<file path="src/rtl/spi_slave_fl_pkg.sv">
// Shared definitions for the flash-style SPI responder.
//   - opcode constants understood by the responder
//   - phase lengths and bit-counter load values
//   - FSM state encoding and opcode -> next-phase decode helpers
package spi_slave_fl_pkg;

    localparam logic [7:0] OP_READ_ID = 8'h9F;
    localparam logic [7:0] OP_RDSR    = 8'h05;
    localparam logic [7:0] OP_READ    = 8'h03;
    localparam logic [7:0] OP_PP      = 8'h02;
    localparam logic [7:0] OP_WRSR    = 8'h01;
    localparam logic [7:0] OP_WREN    = 8'h06;

    localparam int CMD_BITS  = 8;
    localparam int ADDR_BITS = 24;
    localparam int DATA_BITS = 32;

    localparam int CNT_W = 5;
    localparam logic [CNT_W-1:0] CMD_LOAD  = CNT_W'(CMD_BITS - 1);
    localparam logic [CNT_W-1:0] ADDR_LOAD = CNT_W'(ADDR_BITS - 1);
    localparam logic [CNT_W-1:0] DATA_LOAD = CNT_W'(DATA_BITS - 1);

    localparam int STATUS_WEL = 1;

    typedef enum logic [2:0] {
        ST_IDLE  = 3'd0,
        ST_CMD   = 3'd1,
        ST_ADDR  = 3'd2,
        ST_WDATA = 3'd3,
        ST_RESP  = 3'd4,
        ST_DONE  = 3'd5
    } state_t;

    // Phase entered once the opcode byte is complete.
    function automatic state_t op_decode(input logic [7:0] op);
        state_t nxt;
        case (op)
            OP_READ_ID, OP_RDSR: nxt = ST_RESP;
            OP_READ, OP_PP:      nxt = ST_ADDR;
            OP_WRSR:             nxt = ST_WDATA;
            default:             nxt = ST_DONE;
        endcase
        return nxt;
    endfunction

    function automatic logic op_known(input logic [7:0] op);
        logic known;
        case (op)
            OP_READ_ID, OP_RDSR, OP_READ, OP_PP, OP_WRSR, OP_WREN: known = 1'b1;
            default:                                               known = 1'b0;
        endcase
        return known;
    endfunction

endpackage

</file>
<file path="src/rtl/spi_slave_sync.sv">
// Input conditioning for the SPI responder: optional 2-flop synchronizers
// on sclk/ss/mosi followed by single-cycle rise/fall detectors.
// Ports:
//   clk, rst             system clock, async active-high reset
//   sclk, ss, mosi       raw SPI pins
//   sclk_rise/sclk_fall  one-cycle edge pulses of the conditioned sclk
//   ss_rise/ss_fall      one-cycle edge pulses of the conditioned ss
//   mosi_s               mosi delayed to line up with the sclk edge pulses
module spi_slave_sync #(
    parameter bit SYNC_EN = 1'b1
) (
    input  logic clk,
    input  logic rst,
    input  logic sclk,
    input  logic ss,
    input  logic mosi,
    output logic sclk_rise,
    output logic sclk_fall,
    output logic ss_rise,
    output logic ss_fall,
    output logic mosi_s
);

    logic sclk_s;
    logic ss_s;
    logic sclk_q;
    logic ss_q;

    // ss history resets low so that a select already asserted while in
    // reset never shows up as a fall once reset is released.
    generate
        if (SYNC_EN) begin : g_sync
            logic [1:0] sclk_ff;
            logic [1:0] ss_ff;
            logic [1:0] mosi_ff;

            always_ff @(posedge clk or posedge rst) begin
                if (rst) begin
                    sclk_ff <= 2'b11;
                    ss_ff   <= 2'b00;
                    mosi_ff <= 2'b00;
                end else begin
                    sclk_ff <= {sclk_ff[0], sclk};
                    ss_ff   <= {ss_ff[0], ss};
                    mosi_ff <= {mosi_ff[0], mosi};
                end
            end

            assign sclk_s = sclk_ff[1];
            assign ss_s   = ss_ff[1];
            assign mosi_s = mosi_ff[1];
        end else begin : g_bypass
            assign sclk_s = sclk;
            assign ss_s   = ss;
            assign mosi_s = mosi;
        end
    endgenerate

    always_ff @(posedge clk or posedge rst) begin
        if (rst) begin
            sclk_q <= 1'b1;
            ss_q   <= 1'b0;
        end else begin
            sclk_q <= sclk_s;
            ss_q   <= ss_s;
        end
    end

    assign sclk_rise = sclk_s & ~sclk_q;
    assign sclk_fall = ~sclk_s & sclk_q;
    assign ss_rise   = ss_s & ~ss_q;
    assign ss_fall   = ~ss_s & ss_q;

endmodule

</file>
<file path="src/rtl/spi_slave_fl.sv">
// Flash-style SPI responder, mode 3 (sclk idle high), one frame per ss low.
// Takes an opcode, then address and/or write data as the opcode needs,
// and returns a 32-bit response word LSB first on miso.
// Ports:
//   clk, rst      system clock, async active-high reset
//   sclk, ss, mosi, miso   SPI pins
//   resp_data     READ response word, sampled the cycle resp_req is high
//   resp_req      pulse: READ address complete, addr_out valid
//   frame_valid   pulse one cycle after ss rises on an active frame
//   frame_err     qualifies frame_valid: truncated phase or unknown opcode
//   cmd_out, addr_out, wdata_out   last completed opcode/address/data
//   status        status register, bit1 = write enable latch
//
// state  | meaning
// IDLE   | no frame, waiting for ss fall
// CMD    | shifting the 8-bit opcode
// ADDR   | shifting the 24-bit address (READ, PP)
// WDATA  | shifting the 32-bit write data (PP, WRSR)
// RESP   | driving the response word on sclk falls
// DONE   | frame content complete, waiting for ss rise
module spi_slave_fl
    import spi_slave_fl_pkg::*;
#(
    parameter bit          SYNC_EN   = 1'b1,
    parameter logic [31:0] DEVICE_ID = 32'h001740EF
) (
    input  logic        clk,
    input  logic        rst,
    input  logic        sclk,
    input  logic        ss,
    input  logic        mosi,
    output logic        miso,
    input  logic [31:0] resp_data,
    output logic        resp_req,
    output logic        frame_valid,
    output logic        frame_err,
    output logic [7:0]  cmd_out,
    output logic [23:0] addr_out,
    output logic [31:0] wdata_out,
    output logic [7:0]  status
);

    logic sclk_rise;
    logic sclk_fall;
    logic ss_rise;
    logic ss_fall;
    logic mosi_s;

    spi_slave_sync #(
        .SYNC_EN (SYNC_EN)
    ) u_sync (
        .clk       (clk),
        .rst       (rst),
        .sclk      (sclk),
        .ss        (ss),
        .mosi      (mosi),
        .sclk_rise (sclk_rise),
        .sclk_fall (sclk_fall),
        .ss_rise   (ss_rise),
        .ss_fall   (ss_fall),
        .mosi_s    (mosi_s)
    );

    state_t           state;
    state_t           state_nxt;
    logic [CNT_W-1:0] bit_cnt;
    logic [31:0]      shift_sr;
    logic [31:0]      shift_nxt;
    logic [31:0]      resp_word;
    logic [5:0]       resp_idx;
    logic             err_pend;

    logic rise_ok;
    logic fall_ok;
    logic bit_last;
    logic frame_end;
    logic end_err;

    // ss rise takes priority over a coincident sclk edge.
    assign rise_ok   = sclk_rise & ~ss_rise;
    assign fall_ok   = sclk_fall & ~ss_rise;
    assign bit_last  = (bit_cnt == '0);
    assign shift_nxt = {shift_sr[30:0], mosi_s};
    assign frame_end = ss_rise & (state != ST_IDLE);
    assign end_err   = err_pend | (state == ST_CMD) | (state == ST_ADDR) | (state == ST_WDATA);

    always_ff @(posedge clk or posedge rst) begin
        if (rst) begin
            state <= ST_IDLE;
        end else begin
            state <= state_nxt;
        end
    end

    always_comb begin
        state_nxt = state;
        case (state)
            ST_IDLE: begin
                if (ss_fall) state_nxt = ST_CMD;
            end
            ST_CMD: begin
                if (rise_ok && bit_last) state_nxt = op_decode(shift_nxt[7:0]);
            end
            ST_ADDR: begin
                if (rise_ok && bit_last) state_nxt = (cmd_out == OP_READ) ? ST_RESP : ST_WDATA;
            end
            ST_WDATA: begin
                if (rise_ok && bit_last) state_nxt = ST_DONE;
            end
            default: state_nxt = state;
        endcase
        if (frame_end) state_nxt = ST_IDLE;
    end

    always_ff @(posedge clk or posedge rst) begin
        if (rst) begin
            miso        <= 1'b0;
            resp_req    <= 1'b0;
            frame_valid <= 1'b0;
            frame_err   <= 1'b0;
            cmd_out     <= '0;
            addr_out    <= '0;
            wdata_out   <= '0;
            status      <= '0;
            bit_cnt     <= CMD_LOAD;
            shift_sr    <= '0;
            resp_word   <= '0;
            resp_idx    <= '0;
            err_pend    <= 1'b0;
        end else begin
            resp_req    <= 1'b0;
            frame_valid <= 1'b0;
            frame_err   <= 1'b0;

            if (frame_end) begin
                frame_valid <= 1'b1;
                frame_err   <= end_err;
                miso        <= 1'b0;
                err_pend    <= 1'b0;
                // Only frames that ran to DONE cleanly touch the status register.
                if (!end_err && state == ST_DONE) begin
                    case (cmd_out)
                        OP_WREN: status[STATUS_WEL] <= 1'b1;
                        OP_PP:   status[STATUS_WEL] <= 1'b0;
                        OP_WRSR: begin
                            if (status[STATUS_WEL]) begin
                                status <= {wdata_out[7:2], 1'b0, wdata_out[0]};
                            end
                        end
                        default: ;
                    endcase
                end
            end else begin
                case (state)
                    ST_IDLE: begin
                        miso     <= 1'b0;
                        bit_cnt  <= CMD_LOAD;
                        resp_idx <= '0;
                        err_pend <= 1'b0;
                    end
                    ST_CMD: begin
                        if (rise_ok) begin
                            shift_sr <= shift_nxt;
                            if (bit_last) begin
                                cmd_out   <= shift_nxt[7:0];
                                err_pend  <= ~op_known(shift_nxt[7:0]);
                                bit_cnt   <= (shift_nxt[7:0] == OP_WRSR) ? DATA_LOAD : ADDR_LOAD;
                                resp_word <= (shift_nxt[7:0] == OP_RDSR) ? {24'h0, status} : DEVICE_ID;
                            end else begin
                                bit_cnt <= bit_cnt - 1'b1;
                            end
                        end
                    end
                    ST_ADDR: begin
                        if (rise_ok) begin
                            shift_sr <= shift_nxt;
                            if (bit_last) begin
                                addr_out <= shift_nxt[23:0];
                                bit_cnt  <= DATA_LOAD;
                                if (cmd_out == OP_READ) resp_req <= 1'b1;
                            end else begin
                                bit_cnt <= bit_cnt - 1'b1;
                            end
                        end
                    end
                    ST_WDATA: begin
                        if (rise_ok) begin
                            shift_sr <= shift_nxt;
                            if (bit_last) begin
                                wdata_out <= shift_nxt;
                            end else begin
                                bit_cnt <= bit_cnt - 1'b1;
                            end
                        end
                    end
                    ST_RESP: begin
                        // The first response fall is at least two clk after
                        // the last address rise, so this load always wins it.
                        if (resp_req) resp_word <= resp_data;
                        if (fall_ok) begin
                            if (!resp_idx[5]) begin
                                miso     <= resp_word[resp_idx[4:0]];
                                resp_idx <= resp_idx + 1'b1;
                            end else begin
                                miso <= 1'b0;
                            end
                        end
                    end
                    default: begin
                        miso <= 1'b0;
                    end
                endcase
            end
        end
    end

endmodule

</file>
<file path="config.mk">
export PLATFORM = sky130hd
export DESIGN_NAME = spi_slave_fl
export DESIGN_NICKNAME = d
export VERILOG_FILES = /design/src/rtl/spi_slave_fl_pkg.sv /design/src/rtl/spi_slave_sync.sv /design/src/rtl/spi_slave_fl.sv
export SDC_FILE = /design/constraint.sdc
export NUM_CORES = 1
export LEC_CHECK = 0
export CAP_MARGIN = 30
export CORE_ASPECT_RATIO = 1.1
export CORE_UTILIZATION = 50
export CTS_CLUSTER_DIAMETER = 60
export DETAILED_ROUTE_END_ITERATION = 7
export HOLD_SLACK_MARGIN = 0.06
export PLACE_DENSITY_LB_ADDON = 0.05
export SETUP_SLACK_MARGIN = 0.15
export SKIP_LAST_GASP = 1
export SLEW_MARGIN = 10
export SYNTH_ARGS = -nofsm -noshare
export SYNTH_HDL_FRONTEND = slang
export SYNTH_SLANG_ARGS = --single-unit
</file>
<file path="constraint.sdc">
create_clock -name clk -period 7.39 [get_ports clk]
set_input_delay 1.478 -clock clk [delete_from_list [all_inputs] [get_ports clk]]
set_output_delay 1.478 -clock clk [all_outputs]
set_load 0.1 [all_outputs]
</file>
==> impl_metrics.tcl <==
set metrics [dict create \
    rsz0062_at_grt "no" \
    stdcell_area_um2 8791 \
    fin_worst_skew_ps 7.722 \
    die_h_um 125.3 \
    endpoint_kind "primary output" \
    wirelength_um 14600 \
    finalSetupViolCount 0 \
    place_ws_ps 3856 \
    cts_tree "yes" \
    power_density_nw_per_um2 267.7 \
    row_count 44 \
    cts.sink_count 162 \
    grt_pass1_vias 4717 \
    dieArea_um2 14290 \
    ys_types 60 \
    worst_pin_slew_ps 1030 \
    crit_end "status[1]" \
    grt_max_degree 93 \
    synth_edf_count 0 \
    drtIter0Drc 205 \
    cts_buffers 17 \
    r2r_end "addr_out[23]" \
    start_util_pct 51.83 \
    cts_setup_buffers 0 \
    syn-num-nets 594 \
    ys_seq_area_share_pct 58.82 \
    netlist_area_um2 6905 \
    path_cells "clkdlybuf4s50_1" \
    finalCriticalPeriod_ps 3497 \
    run_status "finished, final reports clean" \
    fmax_mhz 285.9 \
    cts_resized 0 \
    cp.required_ps 5910 \
    diodes 0 \
    critPathBufInv 1 \
    num_vias 4624 \
    synth_warnings 0 \
    place_hpwl_um 9680 \
    portBuffers 112 \
    clk_latency_ps 420 \
    layout_commonest_cell "dfrtp_1" \
    rr_startpoint "bit_cnt[0]" \
    ios 113 \
    antenna_found_initial 0 \
    r2r_slack_ps 4630 \
    crit_family "buffers and inverters" \
    crit_slowest_cell "clkdlybuf4s50_1" \
    cts.path.max_buffers 2 \
    syn-mean-instance-area_um2 12.44 \
    gp_congestion 0.7958 \
    maxCapViolCount 0 \
    grt_pass1_wl_um 24230 \
    cp-start-kind "register" \
    area_growth_pct 27.31 \
    ys_ff_latch 162 \
    async_flop_share_pct 100.0 \
    drcViolationCount 0 \
    cp-startpoint "status[1]" \
    period_share_pct 47.32 \
    grt_overflow_total 0 \
    hold_class "register to register" \
    mostFrequentLayoutCells "dfrtp_1 (156), clkdlybuf4s50_1 (112), mux2_2 (103), nand2_1 (66), o21ai_0 (49)" \
    crit_type "register to primary output" \
    die_x_um 114.1 \
    cts.htree.levels 4 \
    reg2regPathDepth 7 \
    synth_cells 555 \
    hold_buffers 0 \
    hold_viol_final 0 \
    drtAntennaViolNets 0 \
    maxSlewHeadroom_pct 31.11 \
    coreArea_um2 13320 \
    placed_area_um2 8133 \
    fin_setup_tns_ps 0 \
    cts.clk_slew.worst_paths_ps 60 \
    drive_gt1_share_pct 24.44 \
    grt_usage_pct 22.28 \
    first_pass_iters 6 \
    slowest_delay_ps 1160 \
    avgViaCountPerCell 5.434 \
    setup_ws_ps 3893 \
    cts_root_buf "clkbuf_16" \
    synth_flop_cell "dfrtp_1" \
    hold-worst-slack_ps 348.4 \
    arrival_ps 2020 \
    crit_fanout 4 \
    fin_nets 693 \
    ir_drop_mv 0.1641 \
    leakagePower_nw 3.970 \
    cp.depth 1 \
    wl_per_cell_um 17.16 \
    slew_violations 0 \
    nFillCells 1062 \
]
[area by class of cell]
| type | count | area, um^2 | area share [%] |
|---|---|---|---|
| flip-flops and latches | 162 | 4061 | 46.20 |
| multi-input cells | 346 | 2651 | 30.16 |
| repair buffers | 118 | 1206 | 13.72 |
| clock buffers | 20 | 456.7 | 5.195 |
| well taps | 184 | 230.2 | 2.619 |
| clock inverters | 12 | 146.4 | 1.665 |
| inverters | 9 | 38.79 | 0.4412 |
[cells in the mapped netlist (all sizes together), types with 3 or more instances]
library cell / number / area [um^2]
nand3: 6 / 30.03
nand2b: 6 / 37.54
nor2: 13 / 48.80
nor3b: 3 / 22.52
a21oi: 8 / 40.04
buf: 15 / 78.83
dfstp: 6 / 157.7
nor3: 11 / 70.07
mux4: 6 / 135.1
o21ai: 49 / 245.2
o31ai: 4 / 30.03
nand2: 67 / 254.0
inv: 9 / 33.78
nor2b: 8 / 50.05
nand3b: 3 / 26.27
dfrtp: 156 / 3904
clkbuf: 23 / 86.33
nor4: 3 / 18.77
o22ai: 9 / 56.30
mux2: 105 / 1182
[layer usage]
layer | share of wire [%] | global-route usage, %
met5 | 0 | 0
met2 | 48 | 35.26
met3 | 6.3 | 8.434
met4 | 1.4 | 6.570
met1 | 44 | 28.53
[where the power goes]
part	switching (mW)	leakage (nW)	internal, mW
sequential	0.108	2.06	0.983
clock	0.360	0.286	0.523
combinational	0.211	1.62	0.169
total	0.679	3.97	1.67
[metrics by stage]
step           power [mW]  instances  util, %
3_5_place_dp        1.487        817    61.04
2_1_floorplan       1.376        555        -
4_1_cts             2.378        849    65.57
3_3_place_gp        1.474        817    61.04
6_report            2.353        851    65.98
5_1_grt             2.472        851    65.98
[flip-flops by register name, indices dropped and copies added (netlist names), 2 cells and up]
| signal | cells |
|---|---|
| bit_cnt | 5 |
| shift_sr | 31 |
| resp_word | 32 |
| u_sync.g_sync.ss_ff | 2 |
| status | 8 |
| addr_out | 24 |
| u_sync.g_sync.sclk_ff | 2 |
| wdata_out | 32 |
| state | 3 |
| cmd_out | 8 |
| resp_idx | 6 |
| u_sync.g_sync.mosi_ff | 2 |
[worst min-delay path by stage]
stage | from | endpoint | slack, ps | depth (start not counted)
finish | u_sync.g_sync.mosi_ff[0] | u_sync.g_sync.mosi_ff[1] | 350 | 0
global route | u_sync.g_sync.mosi_ff[0] | u_sync.g_sync.mosi_ff[1] | 360 | 0
CTS | u_sync.g_sync.mosi_ff[0] | u_sync.g_sync.mosi_ff[1] | 350 | 0
detailed placement | u_sync.g_sync.mosi_ff[0] | u_sync.g_sync.mosi_ff[1] | 330 | 0
global placement | u_sync.g_sync.mosi_ff[0] | u_sync.g_sync.mosi_ff[1] | 330 | 0
floorplan | u_sync.g_sync.mosi_ff[0] | u_sync.g_sync.mosi_ff[1] | 330 | 0
[cell families (layout without fill, tap and decap cells)]
kind of cell	after synthesis	in the layout	synth area share (%)
xor+xnor	2	2	0.2537
compound gates	90	90	7.809
buf+inv	47	159	2.881
flops	162	162	58.81
mux	113	113	19.37
simple gates	138	138	10.36
fa+ha+maj	3	3	0.5073
Power figures use the tool's default switching activity.
